==> config.mk <==
export PLATFORM = sky130hd
export DESIGN_NAME = memory_access_unit
export DESIGN_NICKNAME = d
export VERILOG_FILES = /design/src/rtl/riscv_pkg.sv /design/src/rtl/load_extend.sv /design/src/rtl/memory_access_unit.sv
export SDC_FILE = /design/constraint.sdc
export NUM_CORES = 1
export LEC_CHECK = 0
export CORE_UTILIZATION = 38
export CTS_BUF_LIST = sky130_fd_sc_hd__clkbuf_4 sky130_fd_sc_hd__clkbuf_8 sky130_fd_sc_hd__clkbuf_16
export CTS_CLUSTER_SIZE = 30
export DETAILED_ROUTE_END_ITERATION = 12
export GPL_ROUTABILITY_DRIVEN = 0
export PLACE_DENSITY = 0.79
export SLEW_MARGIN = 30
export SYNTH_ARGS = -nofsm -noshare
export SYNTH_HDL_FRONTEND = slang
export SYNTH_SLANG_ARGS = --single-unit
==> constraint.sdc <==
create_clock -name clk -period 5.4 [get_ports clk]
set_clock_uncertainty 0.2 [all_clocks]
set_input_delay 1.62 -clock clk [delete_from_list [all_inputs] [get_ports clk]]
set_output_delay 1.62 -clock clk [all_outputs]
set_load 0.02 [all_outputs]
==> src/rtl/riscv_pkg.sv <==
// riscv_pkg: funct3 encodings and load/store unit state type
package riscv_pkg;
  localparam logic [2:0] F3_B  = 3'b000;
  localparam logic [2:0] F3_H  = 3'b001;
  localparam logic [2:0] F3_W  = 3'b010;
  localparam logic [2:0] F3_BU = 3'b100;
  localparam logic [2:0] F3_HU = 3'b101;
  typedef enum logic [1:0] {IDLE, WAIT_RSP, DONE} lsu_state_t;
endpackage

==> src/rtl/load_extend.sv <==
// load_extend: selects the addressed byte/half of a read word and sign/zero-extends it
module load_extend
  import riscv_pkg::*;
(
  input  logic [31:0] rdata,
  input  logic [1:0]  offset,
  input  logic [2:0]  funct3,
  output logic [31:0] result
);
  logic [7:0]  b;
  logic [15:0] h;
  always_comb begin
    b = offset == 2'd0 ? rdata[7:0] : offset == 2'd1 ? rdata[15:8] :
        offset == 2'd2 ? rdata[23:16] : rdata[31:24];
    h = offset[1] ? rdata[31:16] : rdata[15:0];
    result = funct3 == F3_B  ? {{24{b[7]}}, b} :
             funct3 == F3_H  ? {{16{h[15]}}, h} :
             funct3 == F3_BU ? {24'b0, b} :
             funct3 == F3_HU ? {16'b0, h} : rdata;
  end
endmodule

==> src/rtl/memory_access_unit.sv <==
// memory_access_unit: M-stage load/store unit driving a valid/ready data-memory bus
module memory_access_unit
  import riscv_pkg::*;
#(
  parameter int unsigned TIMEOUT_CYCLES = 255
) (
  input  logic        clk,
  input  logic        rst,
  input  logic [31:0] M_alu_result,
  input  logic [31:0] M_write_data,
  input  logic        M_mem_read,
  input  logic        M_mem_write,
  input  logic [2:0]  M_funct3,
  output logic [31:0] M_read_data,
  output logic        M_stall,
  output logic        M_misaligned,
  output logic        M_bus_error,
  output logic        dmem_req_valid,
  input  logic        dmem_req_ready,
  output logic [31:0] dmem_addr,
  output logic        dmem_we,
  output logic [3:0]  dmem_wstrb,
  output logic [31:0] dmem_wdata,
  input  logic        dmem_rsp_valid,
  input  logic [31:0] dmem_rdata
);
  lsu_state_t  state;
  logic [7:0]  cnt;
  logic [31:0] rdata_q;
  logic [1:0]  off_q;
  logic [2:0]  f3_q;
  logic        err_q;
  logic        req;
  logic        bad;
  logic        access;
  logic [3:0]  strb_base;
  logic [31:0] ext;
  load_extend u_ext (
    .rdata  (rdata_q),
    .offset (off_q),
    .funct3 (f3_q),
    .result (ext)
  );
  assign req = M_mem_read | M_mem_write;
  // Unsized funct3 values and unsigned variants on stores are illegal alongside alignment faults
  assign bad = M_funct3 == 3'b011 || M_funct3 == 3'b110 || M_funct3 == 3'b111 ||
               (M_mem_write && M_funct3[2]) ||
               (M_funct3[1:0] == 2'b01 && M_alu_result[0]) ||
               (M_funct3[1:0] == 2'b10 && M_alu_result[1:0] != 2'b00);
  assign M_misaligned = req & bad;
  assign access = req & !bad;
  assign dmem_req_valid = state == IDLE && access;
  assign M_stall = dmem_req_valid || state == WAIT_RSP;
  assign dmem_addr = dmem_req_valid ? {M_alu_result[31:2], 2'b00} : 32'b0;
  assign dmem_we = dmem_req_valid & M_mem_write;
  assign strb_base = M_funct3[1:0] == 2'b00 ? 4'b0001 : M_funct3[1:0] == 2'b01 ? 4'b0011 : 4'b1111;
  assign dmem_wstrb = dmem_we ? strb_base << M_alu_result[1:0] : 4'b0;
  assign dmem_wdata = !dmem_req_valid ? 32'b0 :
                      M_funct3[1:0] == 2'b00 ? {4{M_write_data[7:0]}} :
                      M_funct3[1:0] == 2'b01 ? {2{M_write_data[15:0]}} : M_write_data;
  assign M_read_data = state == DONE ? ext : 32'b0;
  assign M_bus_error = state == DONE && err_q;
  always_ff @(posedge clk) begin
    if (rst) begin
      state   <= IDLE;
      cnt     <= 8'd0;
      rdata_q <= 32'b0;
      off_q   <= 2'b0;
      f3_q    <= 3'b0;
      err_q   <= 1'b0;
    end else begin
      case (state)
        IDLE: if (dmem_req_valid && dmem_req_ready) begin
          state <= WAIT_RSP;
          off_q <= M_alu_result[1:0];
          f3_q  <= M_funct3;
          err_q <= 1'b0;
          cnt   <= 8'd0;
        end
        WAIT_RSP: if (dmem_rsp_valid) begin
          rdata_q <= dmem_rdata;
          state   <= DONE;
        end else if (cnt == 8'(TIMEOUT_CYCLES - 1)) begin
          rdata_q <= 32'b0;
          err_q   <= 1'b1;
          state   <= DONE;
        end else begin
          cnt <= cnt + 8'd1;
        end
        DONE: begin
          state <= IDLE;
          cnt   <= 8'd0;
        end
        default: state <= IDLE;
      endcase
    end
  end
endmodule

Word-level counts from Yosys, hierarchy flattened
Cells that the tools add are included.

Bits in registers: 48. Bits of input ports: 105. Output and inout bits: 105. Logic and storage cells: 86.

$add $sub $neg: 1. Eq/ne operators: 18. Shift operators: 1. Mux-type cells: 30. Bitwise logic cells: 4. Reductions and logical operators: 26.

Operators with widths (count): 32-bit two-way mux (11); 8-bit two-way mux (6); 8-bit one-hot mux with 3 select lines (1); 16-bit two-way mux (1); 3-bit == test, second input constant (4); 4-bit two-way mux (3); 8-bit by 1-bit adder with 8-bit output, second input constant (1); 8-bit == test, second input constant (1); 4-bit AND reduction (2); 2-bit by 1-bit == test with 1-bit output, second input constant (3); 2-bit == test, second input constant (3); 1-bit logical AND (6); 2-bit zero test (3); 1-bit logical OR (6); 2-bit two-way mux (3); 2-bit AND reduction (3); 2-bit nonzero test (3); 2-bit by 1-bit != test with 1-bit output, second input constant (2); 2-bit != test, second input constant (2); 2-bit one-hot mux with 2 select lines (1); 4-bit by 2-bit << shifter with 4-bit output (1); 1-bit AND (3); 3-bit by 1-bit == test with 1-bit output, second input constant (1); 3-bit by 2-bit == test with 1-bit output, second input constant (1); 7 further kinds (9).

Depth between registers and ports, before layout
Gate-level depths: netlist (run 1).

Word-level depth: 12. Gate-level depth with buffers: 8.

Modules after synthesis
A second synthesis (run 1) with hierarchy kept.

Cell total of the unflattened synthesis: 497. Area, all modules: 3717.3 um^2.

Modules (own cells, without submodules): memory_access_unit (times used 1, cells each 386, area an instance 2925.3 um^2, seq. area each 960.9 um^2); load_extend (times used 1, cells each 111, area an instance 792.0 um^2, seq. area each 0.0 um^2).

Worst setup path after synthesis (run 1)
OpenSTA, ideal clock, no wires.

Path kind: in2out. From: input M_alu_result[0]. To: output dmem_wstrb[1]. Arrival: 3.466 ns. Data required time: 3.580 ns. Path slack: 0.114 ns. Stages: 8. Cells stage by stage: buf_6 -> or4_4 -> a211o_1 -> buf_2 -> inv_2 -> buf_6 -> nand2_4 -> nor3_1.

Longest elaborated chain between the ends: 8.

RTL lines: start: declaration (RTL line memory_access_unit.sv:9) `input logic [31:0] M_alu_result,`; 2-bit nonzero test or 1-bit logical AND (tied branches) (RTL line memory_access_unit.sv:49, memory_access_unit.sv:48); 1-bit logical AND or 1-bit logical OR (tied branches) (RTL line memory_access_unit.sv:49, memory_access_unit.sv:47); 1-bit logical OR (RTL line memory_access_unit.sv:48) `(M_funct3[1:0] == 2'b01 && M_alu_result[0]) ||`; 1-bit zero test (RTL line memory_access_unit.sv:51) `assign access = req & !bad;`; 1-bit AND (RTL line memory_access_unit.sv:51); 1-bit logical AND (RTL line memory_access_unit.sv:52) `assign dmem_req_valid = state == IDLE && access;`; 1-bit AND (RTL line memory_access_unit.sv:55) `assign dmem_we = dmem_req_valid & M_mem_write;`; 4-bit two-way mux * (RTL line memory_access_unit.sv:57) `assign dmem_wstrb = dmem_we ? strb_base << M_alu_result[1:0] : 4'b0;`; end: declaration (RTL line memory_access_unit.sv:22) `output logic [3:0] dmem_wstrb,`.

Mark *: on every way between the ends. The rest lies on a longest branch, timed or not.

Worst setup path after layout (run 1)
From: input M_funct3[0]. To: output dmem_addr[13].

Longest elaborated chain between the ends: 10.

RTL lines: start: declaration (RTL line memory_access_unit.sv:13) `input logic [2:0] M_funct3,`; 3-bit by 2-bit == test with 1-bit output or 3-bit == test (tied branches) (RTL line memory_access_unit.sv:46) `assign bad = M_funct3 == 3'b011 || M_funct3 == 3'b110 || M_funct3 == 3'b111 ||`; 1-bit logical OR (3 in series) (RTL line memory_access_unit.sv:46); 1-bit logical OR (RTL line memory_access_unit.sv:47) `(M_mem_write && M_funct3[2]) ||`; 1-bit logical OR * (RTL line memory_access_unit.sv:48); 1-bit zero test * (RTL line memory_access_unit.sv:51); 1-bit AND * (RTL line memory_access_unit.sv:51); 1-bit logical AND * (RTL line memory_access_unit.sv:52); 32-bit two-way mux * (RTL line memory_access_unit.sv:54) `assign dmem_addr = dmem_req_valid ? {M_alu_result[31:2], 2'b00} : 32'b0;`; end: declaration (RTL line memory_access_unit.sv:20) `output logic [31:0] dmem_addr,`.

Marked as above.

==> results.tsv, run 1 <==
metric	value	unit
multi_input_area	2320	µm²
synth.most_common_cell	a21oi_1	
met1_length	5.53	mm
numCtsBuffers	5	
grt_usage	0.263	
routed_via_density	5.39	
synth.area.top_cells	dfxtp_1, a21oi_1, mux2i_1	
cts_tree	done	
top_layer	met4	
core_area	8810	µm²
power.share.clock	0.294	
grt_pass1_vias	4126	
drive_above_1_share	0.163	
drcViolationCount	4	
core.rowCount	34	
syn-instance-count	502	
start_util	0.398	
rr_worst_depth	6	
startpoint_type	input port	
async_flop_share	0	
synth_edf_count	0	
hp-class	reg -> reg	
route.met2.wl	6.25	mm
clock.fmax	187	MHz
violations	DRC	
worstMarginPinSlew	873	ps
io_pins	210	
status	finished, violations left	
cp_top_family	buffers and inverters	
synth_top_family_by_area	compound AO/OA/AOI/OAI gates	
wirelength	13.0	mm
register_area	961	µm²
critPathSlowestCell	or4_4	
hold_viol_final	0	
cts_root_buf	clkbuf_8	
p_sw_frac	0.307	
r2r_start	cnt[0]$_SDFFE_PP0P_	
powerDensity	171	nW/µm²
criticalPathCategory	in -> out	
die_x	98.0	µm
htreeDepth	2	
cp.required	3580	ps
seqPwrFrac	0.389	
grt_pass1_wl	20.5	mm
drt_iter0_markers	247	
first_pass_iters	9	
ir_drop	114	µV
setup_viol	0	
ys.flop_type	dfxtp_1	
numPortBuffers	207	
endpoint_kind	output pin	
crit_cells	7	
yosysWarnings	0	
fill_cells	807	
synthMuxAreaShare	0.0928	
yosysUniqueCellTypes	51	
whs	284	ps
relSlewSlack	0.417	
grt_max_degree	38	
synthSimpleGateAreaFrac	0.241	
ant_nets	0	
drv_slew	0	
power.switching	292	µW
die_h	98.0	µm
synth_compound_area_frac	0.304	
crit_arrival	3540	ps
cp_slowest_stage_delay	540	ps
drv_cap	0	
synth_xor_area_frac	0.00750	
synth_area	3500	µm²
p_int	660	µW
min_from	rdata_q[5]$_SDFFE_PP0P_	
overflow	0	
post-route-min-period	5360	ps
antenna_found_initial	0	
cts_max_path_buffers	2	
crit_buf_inv	4	
die-area	9610	µm²
setup_tns	0	ps
cp-startpoint	M_funct3[0]	
n_antenna_cell	0	
period_share	0.992	
via_count	4293	
clkLatencyLatePin	310	ps
fin_nets	794	
p_leak	2.15	nW
synth_top_cell_area_share	0.274	
wl_met3	1.04	mm
yosysTopAreaCell	dfxtp_1	
clkSinkCount	48	
crit_chain	clkdlybuf4s50_1 > or4_4 > a211o_1 > inv_2 > buf_12 > and2_1 > buf_2	
cp_max_fo	21	
synthAdderAreaFrac	0.00714	
worstHoldPathCells	2	
combPwrFrac	0.317	
synthTopCellsByCount	a21oi_1, nand2_1, dfxtp_1, nor2_1, o21ai_0	
avgSynthCellArea	6.98	µm²
clk_pin_slew	90	ps
post-dp-hpwl	9.84	mm
area_delta_synth_final	59.3	%
wl_per_cell	16.3	µm
ys_ff_latch	48	
yosysSeqAreaShare	0.274	
rsz0062_at_grt	true	
layout make-up:
class	count	share of cell area
Multi-Input combinational cell	395	0.416
Timing Repair Buffer	227	0.359
Sequential cell	48	0.172
Tap cell	108	0.0242
Clock buffer	6	0.0148
Clock inverter	2	0.00695
Inverter	10	0.00672
through the flow:
| stage | cells | power, mW | utilization | setup WS (ps) | cell area [µm²] |
|---|---|---|---|---|---|
| after CTS | 797 | 0.960 | 0.648 | -4.66 | 5710 |
| final | 796 | 0.953 | 0.634 | 40.6 | 5580 |
| after global routing | 796 | 0.994 | 0.634 | -10.1 | 5580 |
| after detailed placement | 788 | 0.697 | 0.645 | -428 | 5680 |
| after floorplan | 503 | 0.527 | - | 114 | 3510 |
| after global placement | 788 | 0.692 | 0.644 | -361 | 5670 |
flip-flops by register name, indices dropped and copies added (netlist names):
register,flops
off_q,2
state,2
err_q,1
rdata_q,32
cnt,8
f3_q,3
what timing repair did:
item / 4_1_cts / 5_1_grt
resized for setup: 239 / 36
hold buffers: 0 / 0
pin swaps: 0 / 0
setup endpoints to repair: 69 / 54
setup buffers: 1 / 0
final timing paths:
path	end	slack (ps)
worst max register to register	rdata_q[18]$_SDFFE_PP0P_	3250
worst max-delay path	dmem_addr[13]	40
worst min register to register	rdata_q[5]$_SDFFE_PP0P_	280
worst min-delay path	rdata_q[5]$_SDFFE_PP0P_	280
kinds of logic after synthesis:
group                      count (synthesis)
and+or+nand+nor                          176
other                                      1
AOI/OAI and AO/OA                        182
adders and majority gates                  2
DFF                                       48
xor gates and xnor gates                   3
buffers and inverters                     60
muxes                                     30
routing by layer:
metal  global-route usage  vias up
met5                    0        -
met4               0.0653        0
met3               0.0494       18
met2                0.436      188
met1                0.351     1962
li1                     -     2125
power by group through the flow:
stage	registers (mW)	logic (mW)	clock network [mW]
after floorplan	0.372	0.155	0
after global placement	0.378	0.314	0
after detailed placement	0.378	0.319	0
after CTS	0.370	0.306	0.284
after global routing	0.372	0.323	0.299
final	0.370	0.302	0.280
worst register-to-register path: cells and delay by family (launching register included):
kind / cells / cell delay, ps
AO/OA/AOI/OAI: 3 / 950
flip-flops: 1 / 390
buffers and inverters: 1 / 80
adder cells (fa/ha/maj): 1 / 210
AND/OR/NAND/NOR: 1 / 220
cell usage in the layout (no fill, tap or decap), drive strengths merged, types with 2 or more instances in the layout:
cell type and n:
a2111oi 2, a211o 2, a211oi 8, a21oi 86, and2 40, buf 69, clkbuf 14, clkdlybuf4s15 11
clkdlybuf4s50 138, conb 2, dfxtp 48, ha 2, inv 10, mux2i 28, mux4 2, nand2 60
nand2b 3, nand3 2, nand4 3, nor2 48, nor2b 5, nor3 5, o211ai 7, o21ai 46
o21bai 2, o221a 3, o22ai 17, o31ai 3, or4 4, xor2 2
No activity file was read; power rests on OpenSTA's default activity.
==> run 2, diff against run 1 <==
--- a/config.mk
+++ b/config.mk
@@ -11,7 +11,6 @@
 export DETAILED_ROUTE_END_ITERATION = 12
 export GPL_ROUTABILITY_DRIVEN = 0
 export PLACE_DENSITY = 0.79
-export SLEW_MARGIN = 30
 export SYNTH_ARGS = -nofsm -noshare
 export SYNTH_HDL_FRONTEND = slang
 export SYNTH_SLANG_ARGS = --single-unit
==> results.tsv, run 2 (same netlist as run 1, synthesis figures left out) <==
metric	value	unit
mostFrequentLayoutCells	clkdlybuf4s50_1, a21oi_1, nand2_1	
wl_per_cell	16.5	µm
die_h	98.0	µm
cts_max_path_buffers	2	
die-area	9610	µm²
worstMarginPinSlew	1300	ps
drcViolationCount	4	
n_antenna_cell	0	
placed_area	5670	µm²
grt_usage	0.265	
fin_nets	795	
reg2reg_slack	2860	ps
crit_chain	clkdlybuf4s50_1 > or4_4 > a211o_1 > inv_4 > and2_1 > dlygate4sd2_1	
crit_arrival	3540	ps
hp-class	reg -> reg	
die_x	98.0	µm
first_pass_iters	9	
via_count	4328	
powerDensity	170	nW/µm²
critPathSlowestCell	or4_4	
fin_ws	38.6	ps
routed_via_density	5.43	
startpoint_type	input port	
setup_viol	0	
relSlewSlack	0.135	
rr_worst_depth	5	
cp_top_family	buffers and inverters	
clkLatencyLatePin	310	ps
r2r_start	state[1]$_SDFFE_PP0P_	
final_cells	797	
p_leak	2.18	nW
wirelength	13.1	mm
rsz0062_at_grt	true	
cp_max_fo	5	
crit_path_end	dmem_addr[14]	
numPortBuffers	207	
placed_cells	788	
core.rowCount	34	
criticalPathCategory	in -> out	
largest_reg_flops	32	
clk_pin_slew	90	ps
clock.fmax	187	MHz
setup_tns	0	ps
cp-startpoint	M_funct3[0]	
hold_viol_final	0	
regMostFlops	rdata_q	
post-route-min-period	5360	ps
area_delta_synth_final	60.8	%
status	finished, violations left	
crit_buf_inv	3	
cts_tree	done	
ant_nets	0	
drt_iter0_markers	228	
period_share	0.993	
ir_drop	96.5	µV
io_pins	210	
endpoint_kind	output pin	
overflow	0	
reg2reg_to	rdata_q[0]$_SDFFE_PP0P_	
numCtsBuffers	5	
finalInstanceArea	5640	µm²
clkSinkCount	48	
start_util	0.398	
drv_slew	0	
grt_pass1_wl	20.5	mm
cp_slowest_stage_delay	540	ps
drv_cap	0	
post-dp-hpwl	9.93	mm
top_regs	rdata_q: 32 flops, cnt: 8 flops, f3_q: 3 flops	
crit_cells	6	
hold_buffers	0	
violations	DRC	
cp.required	3580	ps
whs	289	ps
drive_above_1_share	0.161	
place_ws	-427	ps
core_area	8810	µm²
htreeDepth	2	
grt_pass1_vias	4192	
antenna_found_initial	0	
layout_commonest_cell	clkdlybuf4s50_1	
cts_root_buf	clkbuf_8	
grt_max_degree	38	
==> run 2: cell types whose count changed in the layout (fill, tap and decap cells not counted), moves of 3 or more <==
| cell | delta |
|---|---|
| and2_1 | -3 |
| buf_4 | -6 |
| clkbuf_2 | -3 |
| and2_4 | +3 |
| buf_6 | +4 |
==> run 2: where the power goes <==
group / total (mW) / leakage [nW] / switching (mW) / internal, mW
logic: 0.307 / 1.73 / 0.154 / 0.154
registers: 0.370 / 0.388 / 0.00995 / 0.360
clock network: 0.282 / 0.0614 / 0.130 / 0.152
total: 0.959 / 2.18 / 0.294 / 0.665
==> run 2: worst register-to-register path, delay by kind of cell, from the launching register on <==
family | cells | cell delay, ps
DFF | 1 | 410
buffers and inverters | 1 | 250
and+or+nand+nor | 3 | 1420
AOI/OAI and AO/OA | 1 | 200
==> run 2: per-layer routing <==
layer,vias to the layer above,share of wire,global-route usage
met5,-,0,0
met4,0,0.022,0.0874
met1,2003,0.43,0.343
li1,2135,-,-
met2,168,0.47,0.433
met3,22,0.073,0.0616
==> run 2: cell type report <==
cell class | instances | area [µm²]
Inverter | 10 | 40.0
Fill cell | 814 | 3170
Clock buffer | 6 | 82.6
Multi-Input combinational cell | 395 | 2310
Clock inverter | 2 | 38.8
Sequential cell | 48 | 961
Timing Repair Buffer | 228 | 2070
Tap cell | 108 | 135
==> run 2: worst min-delay path by stage <==
stage / end / startpoint / slack, ps / cells past startpoint
final: rdata_q[5]$_SDFFE_PP0P_ / rdata_q[5]$_SDFFE_PP0P_ / 290 / 2
after global routing: rdata_q[5]$_SDFFE_PP0P_ / rdata_q[5]$_SDFFE_PP0P_ / 300 / 2
after CTS: rdata_q[5]$_SDFFE_PP0P_ / rdata_q[5]$_SDFFE_PP0P_ / 290 / 2
after detailed placement: rdata_q[5]$_SDFFE_PP0P_ / rdata_q[5]$_SDFFE_PP0P_ / 270 / 2
after global placement: rdata_q[6]$_SDFFE_PP0P_ / rdata_q[6]$_SDFFE_PP0P_ / 260 / 2
after floorplan: rdata_q[1]$_SDFFE_PP0P_ / rdata_q[1]$_SDFFE_PP0P_ / 250 / 2
==> run 2: stage by stage <==
| step | utilization | total power, mW |
|---|---|---|
| after floorplan | - | 0.527 |
| after global placement | 0.644 | 0.692 |
| after detailed placement | 0.644 | 0.697 |
| after CTS | 0.650 | 0.962 |
| after global routing | 0.640 | 1.00 |
| final | 0.640 | 0.959 |
==> run 2: timing repair <==
item / CTS / global route
gates resized for setup: 238 / 36
cloned: 0 / 1
pin swaps: 0 / 1
endpoints found under the hold margin: 0 / 0
endpoints found under the setup margin: 69 / 57
setup buffers: 1 / 0
